File: src/rtl/channel_scheduler_pkg.sv
// -----------------------------------------------------------------------------
// channel_scheduler_pkg
// Shared definitions for the channel scheduler: FSM state encoding, the header
// marker nibble, default channel count / length width (aligned with the
// NUM_SOURCES value used by the source channels) and an index-width helper.
// -----------------------------------------------------------------------------
package channel_scheduler_pkg;

  localparam int NUM_SOURCES = 8;
  localparam int DEF_LEN_W   = 8;

  localparam logic [3:0] HDR_NIBBLE = 4'hA;

  typedef enum logic [2:0] {
    ST_IDLE   = 3'd0,
    ST_GRANT  = 3'd1,
    ST_HEADER = 3'd2,
    ST_DATA   = 3'd3,
    ST_FINISH = 3'd4
  } state_e;

  // Width of a channel index; a single channel still needs one bit.
  function automatic int idx_width(input int n);
    return (n > 1) ? $clog2(n) : 1;
  endfunction

endpackage

File: src/rtl/channel_scheduler_rr_arbiter.sv
// -----------------------------------------------------------------------------
// rr_arbiter
// Purely combinational rotating-priority arbiter. The search starts at ptr_i
// and wraps modulo NUM_CH; the first requesting channel wins. Driving ptr_i
// with zero turns it into a fixed-priority (lowest index wins) arbiter.
//
// Ports
//   req_i  [NUM_CH]  request vector
//   ptr_i  [IDX_W]   first index to consider (must be < NUM_CH)
//   gnt_o  [NUM_CH]  one-hot grant, all zero when nothing requests
//   idx_o  [IDX_W]   index of the granted channel (0 when no grant)
// -----------------------------------------------------------------------------
module rr_arbiter
  import channel_scheduler_pkg::*;
#(
  parameter int NUM_CH = NUM_SOURCES
) (
  input  logic [NUM_CH-1:0]              req_i,
  input  logic [idx_width(NUM_CH)-1:0]   ptr_i,
  output logic [NUM_CH-1:0]              gnt_o,
  output logic [idx_width(NUM_CH)-1:0]   idx_o
);

  localparam int IDX_W = idx_width(NUM_CH);

  logic [IDX_W:0]   sum;
  logic [IDX_W-1:0] cand;
  logic             found;

  always_comb begin
    gnt_o = '0;
    idx_o = '0;
    sum   = '0;
    cand  = '0;
    found = 1'b0;
    for (int i = 0; i < NUM_CH; i++) begin
      // One extra bit keeps ptr + offset from overflowing before the wrap.
      sum = {1'b0, ptr_i} + (IDX_W+1)'(i);
      if (sum >= (IDX_W+1)'(NUM_CH)) begin
        sum = sum - (IDX_W+1)'(NUM_CH);
      end
      cand = sum[IDX_W-1:0];
      if (!found && req_i[cand]) begin
        found       = 1'b1;
        gnt_o[cand] = 1'b1;
        idx_o       = cand;
      end
    end
  end

endmodule

File: src/rtl/channel_scheduler.sv
// -----------------------------------------------------------------------------
// channel_scheduler
// Picks one source channel holding a complete message, optionally writes a
// header word, then streams the message words from the channel's show-ahead
// FIFO into the USB slave FIFO, honouring FLAG_FULL back-pressure. A short
// packet commit (PKTEND_REQ) follows every message that wrote anything.
//
// State table
//   state  | meaning
//   IDLE   | no transfer; arbitrate among GOT_FULL_MSG
//   GRANT  | channel chosen; latch its length into the word counter
//   HEADER | write {A, ch, len} header word (HEADER_EN only)
//   DATA   | pop + write one word per non-full cycle until counter hits 0
//   FINISH | pulse MSG_SENT / PKTEND_REQ, advance round-robin pointer
//
// Ports
//   CLK           in   system clock (ifclk)
//   RST           in   asynchronous active-low reset
//   GOT_FULL_MSG  in   [NUM_CH] channel holds a complete message
//   MSG_LEN_BUS   in   [NUM_CH*LEN_W] head-message word count per channel
//   FIFO_Q_BUS    in   [NUM_CH*DATA_W] show-ahead head word per channel
//   FLAG_FULL     in   USB endpoint full, no write this cycle
//   RD_REQ        out  [NUM_CH] pop one word from a channel FIFO
//   MSG_SENT      out  [NUM_CH] one-cycle pulse, message forwarded
//   WR_EN         out  write strobe toward the USB slave FIFO
//   WR_DATA       out  [DATA_W] write word (0 when WR_EN is low)
//   PKTEND_REQ    out  one-cycle short-packet commit
//   BUSY          out  FSM not in IDLE
//   CUR_CH        out  granted channel index
// -----------------------------------------------------------------------------
module channel_scheduler
  import channel_scheduler_pkg::*;
#(
  parameter int NUM_CH    = NUM_SOURCES,
  parameter int DATA_W    = 16,
  parameter int LEN_W     = DEF_LEN_W,
  parameter int ARB_MODE  = 0,
  parameter int HEADER_EN = 1
) (
  input  logic                            CLK,
  input  logic                            RST,
  input  logic [NUM_CH-1:0]               GOT_FULL_MSG,
  input  logic [NUM_CH*LEN_W-1:0]         MSG_LEN_BUS,
  input  logic [NUM_CH*DATA_W-1:0]        FIFO_Q_BUS,
  input  logic                            FLAG_FULL,
  output logic [NUM_CH-1:0]               RD_REQ,
  output logic [NUM_CH-1:0]               MSG_SENT,
  output logic                            WR_EN,
  output logic [DATA_W-1:0]               WR_DATA,
  output logic                            PKTEND_REQ,
  output logic                            BUSY,
  output logic [idx_width(NUM_CH)-1:0]    CUR_CH
);

  localparam int IDX_W = idx_width(NUM_CH);

  state_e              state_q;
  logic [IDX_W-1:0]    cur_ch_q;
  logic [IDX_W-1:0]    ptr_q;
  logic [LEN_W-1:0]    cnt_q;
  logic [LEN_W-1:0]    len_q;
  logic                busy_q;
  logic [NUM_CH-1:0]   msg_sent_q;
  logic                pktend_q;

  logic [LEN_W-1:0]    len_arr [NUM_CH];
  logic [DATA_W-1:0]   q_arr   [NUM_CH];

  for (genvar g = 0; g < NUM_CH; g++) begin : g_unpack
    assign len_arr[g] = MSG_LEN_BUS[LEN_W*g +: LEN_W];
    assign q_arr[g]   = FIFO_Q_BUS[DATA_W*g +: DATA_W];
  end

  logic [NUM_CH-1:0]   arb_gnt;
  logic [IDX_W-1:0]    arb_idx;
  logic [IDX_W-1:0]    arb_ptr;
  logic                arb_valid;

  // Fixed priority is the same search anchored at channel 0.
  assign arb_ptr   = (ARB_MODE == 1) ? '0 : ptr_q;
  assign arb_valid = |arb_gnt;

  rr_arbiter #(
    .NUM_CH (NUM_CH)
  ) u_arb (
    .req_i (GOT_FULL_MSG),
    .ptr_i (arb_ptr),
    .gnt_o (arb_gnt),
    .idx_o (arb_idx)
  );

  logic [LEN_W-1:0]    cur_len;
  logic [NUM_CH-1:0]   cur_onehot;
  logic [IDX_W-1:0]    next_ptr;
  logic [DATA_W-1:0]   hdr_word;

  assign cur_len    = len_arr[cur_ch_q];
  assign cur_onehot = NUM_CH'(1) << cur_ch_q;
  assign next_ptr   = (cur_ch_q == IDX_W'(NUM_CH-1)) ? '0 : cur_ch_q + 1'b1;

  // Marker and channel occupy the top byte; length fills the bits below it.
  always_comb begin
    hdr_word                = DATA_W'(len_q);
    hdr_word[DATA_W-1 -: 8] = {HDR_NIBBLE, 4'(cur_ch_q)};
  end

  // Write/pop strobes are combinational on FLAG_FULL so the FIFO pop and the
  // USB write land in the same cycle.
  always_comb begin
    WR_EN   = 1'b0;
    WR_DATA = '0;
    RD_REQ  = '0;
    case (state_q)
      ST_HEADER: begin
        if (!FLAG_FULL) begin
          WR_EN   = 1'b1;
          WR_DATA = hdr_word;
        end
      end
      ST_DATA: begin
        if (!FLAG_FULL) begin
          WR_EN            = 1'b1;
          WR_DATA          = q_arr[cur_ch_q];
          RD_REQ[cur_ch_q] = 1'b1;
        end
      end
      default: ;
    endcase
  end

  // MSG_SENT/PKTEND_REQ are loaded on the transition into FINISH so they are
  // high exactly during FINISH. Entering FINISH from HEADER or DATA always
  // coincides with a write, so that path alone requests PKTEND.
  always_ff @(posedge CLK or negedge RST) begin
    if (!RST) begin
      state_q    <= ST_IDLE;
      cur_ch_q   <= '0;
      ptr_q      <= '0;
      cnt_q      <= '0;
      len_q      <= '0;
      busy_q     <= 1'b0;
      msg_sent_q <= '0;
      pktend_q   <= 1'b0;
    end else begin
      msg_sent_q <= '0;
      pktend_q   <= 1'b0;
      case (state_q)
        ST_IDLE: begin
          if (arb_valid) begin
            cur_ch_q <= arb_idx;
            busy_q   <= 1'b1;
            state_q  <= ST_GRANT;
          end
        end
        ST_GRANT: begin
          len_q <= cur_len;
          cnt_q <= cur_len;
          if (HEADER_EN != 0) begin
            state_q <= ST_HEADER;
          end else if (cur_len == '0) begin
            state_q    <= ST_FINISH;
            msg_sent_q <= cur_onehot;
          end else begin
            state_q <= ST_DATA;
          end
        end
        ST_HEADER: begin
          if (!FLAG_FULL) begin
            if (len_q == '0) begin
              state_q    <= ST_FINISH;
              msg_sent_q <= cur_onehot;
              pktend_q   <= 1'b1;
            end else begin
              state_q <= ST_DATA;
            end
          end
        end
        ST_DATA: begin
          if (!FLAG_FULL) begin
            cnt_q <= cnt_q - 1'b1;
            if (cnt_q == LEN_W'(1)) begin
              state_q    <= ST_FINISH;
              msg_sent_q <= cur_onehot;
              pktend_q   <= 1'b1;
            end
          end
        end
        ST_FINISH: begin
          ptr_q   <= next_ptr;
          busy_q  <= 1'b0;
          state_q <= ST_IDLE;
        end
        default: begin
          busy_q  <= 1'b0;
          state_q <= ST_IDLE;
        end
      endcase
    end
  end

  assign MSG_SENT   = msg_sent_q;
  assign PKTEND_REQ = pktend_q;
  assign BUSY       = busy_q;
  assign CUR_CH     = cur_ch_q;

endmodule

File: config.mk
export PLATFORM = sky130hd
export DESIGN_NAME = channel_scheduler
export DESIGN_NICKNAME = d
export VERILOG_FILES = /design/src/rtl/channel_scheduler_pkg.sv /design/src/rtl/channel_scheduler_rr_arbiter.sv /design/src/rtl/channel_scheduler.sv
export SDC_FILE = /design/constraint.sdc
export NUM_CORES = 1
export LEC_CHECK = 0
export ABC_CLOCK_PERIOD_IN_PS = 7900
export BUFFER_PORTS_ARGS = -buffer_cell sky130_fd_sc_hd__clkbuf_2
export CELL_PAD_IN_SITES_DETAIL_PLACEMENT = 1
export CELL_PAD_IN_SITES_GLOBAL_PLACEMENT = 1
export CORE_ASPECT_RATIO = 1.25
export CORE_MARGIN = 5
export CORE_UTILIZATION = 34
export DETAILED_ROUTE_END_ITERATION = 16
export PLACE_DENSITY_LB_ADDON = 0.15
export SYNTH_ARGS = -nofsm -noshare
export SYNTH_HDL_FRONTEND = slang
export SYNTH_SLANG_ARGS = --single-unit
File: constraint.sdc
create_clock -name CLK -period 7.9 [get_ports CLK]
set_input_delay 1.185 -clock CLK [delete_from_list [all_inputs] [get_ports CLK]]
set_output_delay 1.185 -clock CLK [all_outputs]
set_load 0.005 [all_outputs]
== Word-level counts from Yosys, hierarchy flattened ==
Index checks and enable logic that the tools add are counted.

* Add/sub/neg operators: 17
* Magnitude comparators: 27
* Equality and inequality tests: 10
* Shifts and indexed selects: 1
* Multiplexer cells: 99
* Bitwise operators: 9
* Reductions and logical operators: 33

{| class="wikitable"
|+ Operators by type and width
! kind !! count
|-
| two-way mux 8 bit || 17
|-
| two-way mux 3 bit || 22
|-
| two-way mux 16 bit || 4
|-
| bitwise OR 8 bit || 7
|-
| binary-select mux 16 bit (select 3 bit) || 1
|-
| < comparator 3 x 4 -> 1 bit (second input constant) || 9
|-
| greater-or-equal comparator 4 bit (second input constant) || 8
|-
| one-hot mux 16 bit (2 select lines) || 1
|-
| one-hot mux 8 bit (2 select lines) || 2
|-
| two-way mux 1 bit || 31
|-
| demux 1 bit (select 3 bit) || 9
|-
| greater-or-equal comparator 3 x 1 -> 1 bit (second input constant) || 9
|-
| binary-select mux 1 bit (select 3 bit) || 8
|-
| binary-select mux 8 bit (select 3 bit) || 1
|-
| subtractor 3 x 1 -> 3 bit (second input constant) || 8
|-
| adder 3 x 3 -> 4 bit (second input constant) || 4
|-
| logical AND 1 bit || 16
|-
| one-hot mux 3 bit (4 select lines) || 1
|-
| adder 3 x 2 -> 4 bit (second input constant) || 2
|-
| == test 8 x 1 -> 1 bit (second input constant) || 1
|-
| logical NOT 8 bit || 1
|-
| != test 2 bit (second input constant) || 4
|-
| OR reduction 8 bit || 1
|-
| left shift 1 x 3 -> 8 bit (first input constant) || 1
|-
| 17 further kinds || 28
|}

* Bits in registers: 35
* Bits of input ports: 203
* Output and inout bits: 38
* Logic and storage cells: 204

== Depth between registers and ports, before layout ==
Gate-level depths: netlist (run 1).

* Word-level depth: 29
* Mapped depth: 12
* Depth with buffers taken out: 9

== Hierarchy ==
Synthesis (run 1) repeated with hierarchy kept, for this count alone.

* Cells, all modules: 567
* Area total of the unflattened synthesis: 4707.0 um^2

{| class="wikitable"
|+ Modules (own cells, without submodules)
! module !! times used !! cells an instance !! area an instance (um^2) !! seq. area each (um^2)
|-
| channel_scheduler || 1 || 414 || 3468.3 || 875.8
|-
| rr_arbiter || 1 || 153 || 1238.7 || 0.0
|}

== Least setup slack after synthesis (run 1) ==
No wires, ideal clock.

* Path kind: flip-flop to output port
* Start: register cur_ch_q[2], in the netlist CUR_CH[2]
* End: output port WR_DATA[6]
* Data arrival time: 2.025 ns
* Setup slack: 4.690 ns
* Stages on the path, launching flop included: 8
* Buffers on the path: 3
* Cell sequence: dfrtp_1 clkbuf_1 nor3_1 clkbuf_1 buf_1 a22oi_1 nand4_1 a22o_1

* Cells in the longest elaborated chain, start to end: 6

{| class="wikitable"
|+ RTL lines
! what !! line !! text
|-
| from (decl) || channel_scheduler.sv:58 || <nowiki>logic [IDX_W-1:0] cur_ch_q;</nowiki>
|-
| from (signal assigned) || channel_scheduler.sv:150 || <nowiki>cur_ch_q <= arb_idx;</nowiki>
|-
| NOT 3 -> 4 bit (not written as such) || channel_scheduler.sv:123 || <nowiki>WR_DATA = q_arr[cur_ch_q];</nowiki>
|-
| binary-select mux 16 bit (select 3 bit) || channel_scheduler.sv:123 ||
|-
| two-way mux 16 bit (not written as such) (2 in series) || channel_scheduler.sv:123 ||
|-
| two-way mux 16 bit || channel_scheduler.sv:121 || <nowiki>if (!FLAG_FULL) begin</nowiki>
|-
| one-hot mux 16 bit (2 select lines) || channel_scheduler.sv:113 || <nowiki>case (state_q)</nowiki>
|-
| to (decl) || channel_scheduler.sv:49 || <nowiki>output logic [DATA_W-1:0] WR_DATA,</nowiki>
|}

Every way passes these cells. The select of a mux whose other input is x is not followed.

== Worst setup path after layout (run 1) ==
Same ends and word-level chain as after synthesis.

==> impl_metrics.csv, run 1 <==
group,metric,value,unit
outcome,status,"completed",
power,p_leak,0.00256,uW
worst_setup_path,worstPathCellList,"inv_1 -> nor3_2 -> buf_4 -> a22oi_1 -> nand4_1 -> a22o_1 -> clkbuf_2",
die,die_h,132,um
timing,fin_crit_sh,0.555,
final_layout,diodes,0,
logic_synthesis,synth_most_common_cell,"a22oi_1",
clocking,cts_setup_buffers,0,
place,place_congestion,0.892,
global_routing,grt_use_total,0.270,
logic_synthesis,syn_nets,668,
route,vias,4986,
global_routing,grt_max_degree,36,
die,die_w,108,um
logic_synthesis,synth_cell_types,58,
global_routing,antenna_found_initial,0,
clocking,tritoncts,"yes",
route,postRouteAntennaNets,0,
logic_synthesis,yosysTopAreaCell,"dfrtp_1",
logic_synthesis,async_reset_ff_frac,1.00,
die,die_area,14200,um^2
die,rows,44,
hold_path,hold_class,"reg2reg",
worst_setup_path,path_class,"reg2out",
die,design.core.area,11700,um^2
power,peakVddDrop,134,uV
logic_synthesis,synth_commonest_cells,"a22oi_1 (73), dfrtp_1 (35), clkbuf_1 (23), mux2i_1 (23), nor2_1 (23)",
worst_setup_path,cp-end-kind,"primary output",
timing,tns,0,ps
global_routing,globalRouteOverflowTotal,0,
clocking,cts_sinks,35,
power,p_per_area,192,nW/um^2
clocking,clockBufferDepth,2,
clocking,numCtsBuffers,5,
place,port_buffers,240,
logic_synthesis,syn_area_per_cell,8.98,um^2
route,vias_per_cell,5.99,
timing,fmax,0.228,GHz
logic_synthesis,yosysWarnings,0,
clocking,htree_levels,2,
die,start_util,0.347,
final_layout,multi_input_area,2930,um^2
timing,fin_hold_ws,503,ps
logic_synthesis,synth_top_area_share,0.216,
route,drc,0,
timing,hold_viol,0,
worst_setup_path,critPathSlowestCell,"nor3_2",
logic_synthesis,synth-edff-count,0,
timing,slew_viol_final,0,
worst_setup_path,critical_path_arrival,3200,ps
route,routed_wl,20000,um
route,first_pass_iters,5,
final_layout,final_cells,832,
global_routing,grt_pass1_wl,30000,um
route,drt_iter0_markers,301,
worst_setup_path,cp_max_fo,14,
final_layout,drive_gt1_frac,0.459,
final_layout,fill_cells,1485,
timing,worst_pin_slew,1130,ps
logic_synthesis,netlist_area,4050,um^2
worst_setup_path,worst_path_dominant_cell_family,"simple AND/OR/NAND/NOR gates",
timing,fin_skew,7.61,ps
global_routing,grt_pass1_vias,5326,
place,dp_hpwl,16500,um
worst_setup_path,crit_start,"CUR_CH[2]$_DFFE_PN0P_",
worst_setup_path,worst-path-buf-inv,3,
logic_synthesis,synth_area_leaders,"dfrtp_1 (22%), a22oi_1 (14%), mux4_2 (10%)",
logic_synthesis,synth_seq_cells,35,
logic_synthesis,seq_area_frac_synth,0.216,
final_layout,fin_nets,887,
worst_setup_path,r2r_start,"arb_ptr[1]$_DFFE_PN0N_",
timing,setup_viol,0,
route,routedWlPerCell,24.0,um
final_layout,area.growth.synth_to_final,36.5,%
hold_path,min_from,"BUSY$_DFFE_PN0P_",
worst_setup_path,slowest_delay,970,ps
clocking,path_clk_slew,60,ps
worst_setup_path,cp-start-kind,"flip-flop",
flow_run,cap_violations,0,
die,boundaryPins,241,
timing,rsz0062_at_grt,"no",
logic_synthesis,synth_top_flop_cell,"dfrtp_1",
final_layout,ff_latch_area,876,um^2
power,finalPower,1060,uW
clocking,hold_buffers,0,
place,dpl.cell_count,824,
clocking,clockRootBuffer,"clkbuf_16",
worst_setup_path,crit_required,6710,ps
clocking,insertion_delay,290,ps
timing,fin_crit,4390,ps
timing,slew_headroom,0.241,
logic_synthesis,postSynthCellCount,451,
clocking,cts.repair.resized,0,
-- sequential cells by signal, summed over array words and instances (netlist names) --
signal	count
CUR_CH	3
BUSY	1
PKTEND_REQ	1
len_q	8
MSG_SENT	8
cnt_q	8
state_q	3
arb_ptr	3
-- per-stage QoR --
| step | cell area, um^2 | setup slack, ps | utilization |
|---|---|---|---|
| after floorplan | 4050 | 4690 | - |
| after global placement | 5360 | 3790 | 0.459 |
| after detailed placement | 5360 | 3750 | 0.459 |
| after CTS | 5530 | 3490 | 0.474 |
| after global routing | 5530 | 3320 | 0.474 |
| final | 5530 | 3510 | 0.474 |
-- power by group --
part	switching [uW]	internal [uW]	leakage (uW)	total, uW
Combinational	311	234	0.00204	544
Clock	79.4	149	0.0000838	228
Sequential	65.7	225	0.000439	290
Total	456	607	0.00256	1060
-- placed cells by master (no fill, tap or decap), types with 3 or more instances in the layout --
cell type    n
and2_1       8
a22oi_1     73
nor3_1       5
and3_1      11
a22o_1      20
o31ai_1      3
nand3_1     15
o21ai_0     19
mux2i_1     23
nor2_1      21
clkbuf_16    5
ha_1        14
buf_4       10
a221oi_1    11
dfrtp_1     35
mux2_2       9
nor3_2       6
inv_1       14
nor4_1       4
mux4_2      18
nand2b_1     4
a31oi_1      7
a32oi_1      3
nand2_1     21
nand4_1     12
clkbuf_2   240
a21oi_1     15
o22ai_1      3
-- metal layers --
metal | global-route usage | vias to the layer above | wire length, um
li1 | - | 2245 | -
met1 | 0.304 | 2419 | 7470
met2 | 0.492 | 259 | 10100
met3 | 0.0524 | 63 | 1490
met4 | 0.107 | 0 | 895
met5 | 0 | - | 0
-- logic make-up (layout without fill, tap and decap cells) --
kind of cell | after synthesis | after routing | synth area share
adders and majority gates | 14 | 14 | 0.0433
AOI/OAI and AO/OA | 177 | 177 | 0.326
muxes | 52 | 52 | 0.189
xor gates and xnor gates | 2 | 2 | 0.00804
DFF | 35 | 35 | 0.216
buffers and inverters | 54 | 274 | 0.0698
and+or+nand+nor | 117 | 117 | 0.147
-- worst paths after layout --
path / to / slack, ps / cells past startpoint
worst max-delay path: WR_DATA[6] / 3510 / 7
worst min-delay path: BUSY$_DFFE_PN0P_ / 500 / 2
worst max register to register: BUSY$_DFFE_PN0P_ / 4120 / 9
worst min register to register: BUSY$_DFFE_PN0P_ / 500 / 2
max in group asynchronous: len_q[5]$_DFFE_PN0P_ / 6300 / 1
min in group asynchronous: len_q[3]$_DFFE_PN0P_ / 1030 / 1
-- area by class of cell --
| class | count | share of cell area |
|---|---|---|
| clock buffer | 5 | 0.0226 |
| clock inverter | 3 | 0.00792 |
| inverter | 16 | 0.0134 |
| multi-input combinational | 362 | 0.530 |
| sequential | 35 | 0.158 |
| tap | 161 | 0.0365 |
| timing repair buffer | 250 | 0.231 |
-- worst register-to-register path: stages (launching register included) --
cell     delay, ps
dfrtp_1        880
inv_1          240
ha_1           600
mux4_2         620
mux2i_1        460
o21ai_2        130
a32oi_2        300
o21ai_1        180
a21oi_1        190
nor2_1          50
Note: power is estimated with default switching activity, not from simulation.
==> inputs of run 2 (changes only) <==
--- a/config.mk
+++ b/config.mk
@@ -5,13 +5,13 @@
 export SDC_FILE = /design/constraint.sdc
 export NUM_CORES = 1
 export LEC_CHECK = 0
-export ABC_CLOCK_PERIOD_IN_PS = 7900
+export ABC_CLOCK_PERIOD_IN_PS = 3650
 export BUFFER_PORTS_ARGS = -buffer_cell sky130_fd_sc_hd__clkbuf_2
 export CELL_PAD_IN_SITES_DETAIL_PLACEMENT = 1
 export CELL_PAD_IN_SITES_GLOBAL_PLACEMENT = 1
 export CORE_ASPECT_RATIO = 1.25
 export CORE_MARGIN = 5
-export CORE_UTILIZATION = 34
+export CORE_UTILIZATION = 28
 export DETAILED_ROUTE_END_ITERATION = 16
 export PLACE_DENSITY_LB_ADDON = 0.15
 export SYNTH_ARGS = -nofsm -noshare
==> constraint.sdc (replaced) <==
create_clock -name CLK -period 3.65 [get_ports CLK]
set_input_delay 0.5475 -clock CLK [delete_from_list [all_inputs] [get_ports CLK]]
set_output_delay 0.5475 -clock CLK [all_outputs]
set_load 0.005 [all_outputs]
==> run 2 against run 1 <==
First-iteration DRC count up 3.3%. Wire length grew 5.9%. Critical path type unchanged. Flip-flop and latch count did not move.
==> impl_metrics.csv, run 2 (synthesis results as in run 1) <==
group,metric,value,unit
outcome,status,"completed",
timing,slew_viol_final,0,
die,die_h,144,um
global_routing,grt_pass1_wl,32200,um
die,design.core.area,14300,um^2
clocking,cts.repair.resized,0,
clocking,cts_sinks,35,
route,vias,4980,
worst_setup_path,cp-start-kind,"flip-flop",
power,p_leak,0.00262,uW
die,start_util,0.283,
clocking,clockBufferDepth,2,
global_routing,globalRouteOverflowTotal,0,
final_layout,area.growth.synth_to_final,38.8,%
timing,hold_viol,0,
worst_setup_path,r2r_setup_slack,620,ps
clocking,numCtsBuffers,5,
worst_setup_path,critical_path_arrival,2680,ps
timing,rsz0062_at_grt,"no",
hold_path,hold_class,"in2async",
timing,slew_headroom,0.376,
final_layout,fin_nets,897,
clocking,htree_levels,2,
worst_setup_path,r2r_cells,9,
place,dpl.cell_count,851,
worst_setup_path,cp-end-kind,"primary output",
route,vias_per_cell,5.80,
timing,tns,0,ps
route,drt_iter0_markers,311,
final_layout,fill_cells,1774,
final_layout,final_common_cell,"clkbuf_2",
worst_setup_path,crit_start,"CUR_CH[2]$_DFFE_PN0P_",
timing,setup_viol,0,
global_routing,antenna_found_initial,0,
worst_setup_path,cp_max_fo,14,
power,peakVddDrop,206,uV
place,post-place-ws,648,ps
clocking,hold_buffers,0,
clocking,path_clk_slew,60,ps
final_layout,final_cells,859,
route,drc,0,
clocking,cts_setup_buffers,0,
timing,fin_crit_sh,0.885,
clocking,insertion_delay,280,ps
die,die_w,118,um
timing,worst_pin_slew,936,ps
power,finalPower,2340,uW
route,routed_wl,21200,um
route,postRouteAntennaNets,0,
place,port_buffers,240,
worst_setup_path,r2r_end,"CUR_CH[1]$_DFFE_PN0P_",
worst_setup_path,r2r_start,"arb_ptr[0]$_DFFE_PN0N_",
worst_setup_path,crit_required,3100,ps
place,dp_hpwl,17500,um
die,boundaryPins,241,
final_layout,diodes,0,
global_routing,grt_use_total,0.241,
worst_setup_path,path_class,"reg2out",
timing,fin_skew,6.65,ps
global_routing,grt_pass1_vias,5340,
route,routedWlPerCell,24.6,um
die,die_area,17000,um^2
final_layout,final_cell_mix,"clkbuf_2 (240), a22oi_1 (73), dfrtp_1 (35)",
power,p_per_area,417,nW/um^2
route,first_pass_iters,5,
clocking,tritoncts,"yes",
global_routing,grt_max_degree,36,
timing,worst_slack,420,ps
clocking,clockRootBuffer,"clkbuf_16",
place,place_congestion,0.941,
flow_run,cap_violations,0,
timing,fmax,0.310,GHz
die,rows,49,
final_layout,drive_gt1_frac,0.463,
timing,fin_crit,3230,ps
[run 2: changes by cell type in the layout (fill, tap and decap cells not counted)]
cell,previous run,this run
buf_4,10,20
clkbuf_8,0,1
clkinv_4,1,0
nor2_1,21,23
nor2_2,2,0
nor3b_1,1,2
nor3b_2,1,0
[run 2: layer usage]
| layer | global-route usage | vias up | routed length, um |
|---|---|---|---|
| met5 | 0 | - | 0 |
| met4 | 0.0634 | 0 | 562 |
| met3 | 0.0419 | 35 | 1060 |
| met2 | 0.483 | 198 | 11600 |
| met1 | 0.259 | 2478 | 7930 |
| li1 | - | 2269 | - |
[run 2: critical path, cell delays in order, from the launching register on]
cell and delay [ps]:
dfrtp_1 650, inv_1 370, nor2_1 570, buf_4 310, a22oi_1 90, nand3_1 100
a22o_1 190, clkbuf_2 140
[run 2: power breakdown]
part           switching [uW]  internal, uW
Clock                     163           340
Combinational             695           529
Sequential                131           487
[run 2: worst max-delay path by stage]
stage | slack (ps) | to | depth (start not counted)
after floorplan | 660 | CUR_CH[0]$_DFFE_PN0P_ | 12
after global placement | 690 | CUR_CH[1]$_DFFE_PN0P_ | 9
after detailed placement | 650 | CUR_CH[1]$_DFFE_PN0P_ | 9
after CTS | 400 | WR_DATA[7] | 7
after global routing | 240 | WR_DATA[7] | 7
final | 420 | WR_DATA[7] | 7
[run 2: layout make-up]
class,instances,area [um^2],share of cell area
multi-input cells,362,2920,0.520
repair buffers,260,1350,0.241
flip-flops and latches,35,876,0.156
well taps,178,223,0.0396
clock buffers,6,139,0.0247
inverters,16,73.8,0.0131
clock inverters,2,35.0,0.00624
[run 2: metrics by stage]
stage               cell area (um^2)   util  hold WS, ps
floorplan                       4050      -          252
global placement                5440  0.381          506
detailed placement              5440  0.381          511
CTS                             5620  0.393          431
global route                    5620  0.393          479
finish                          5620  0.393          402
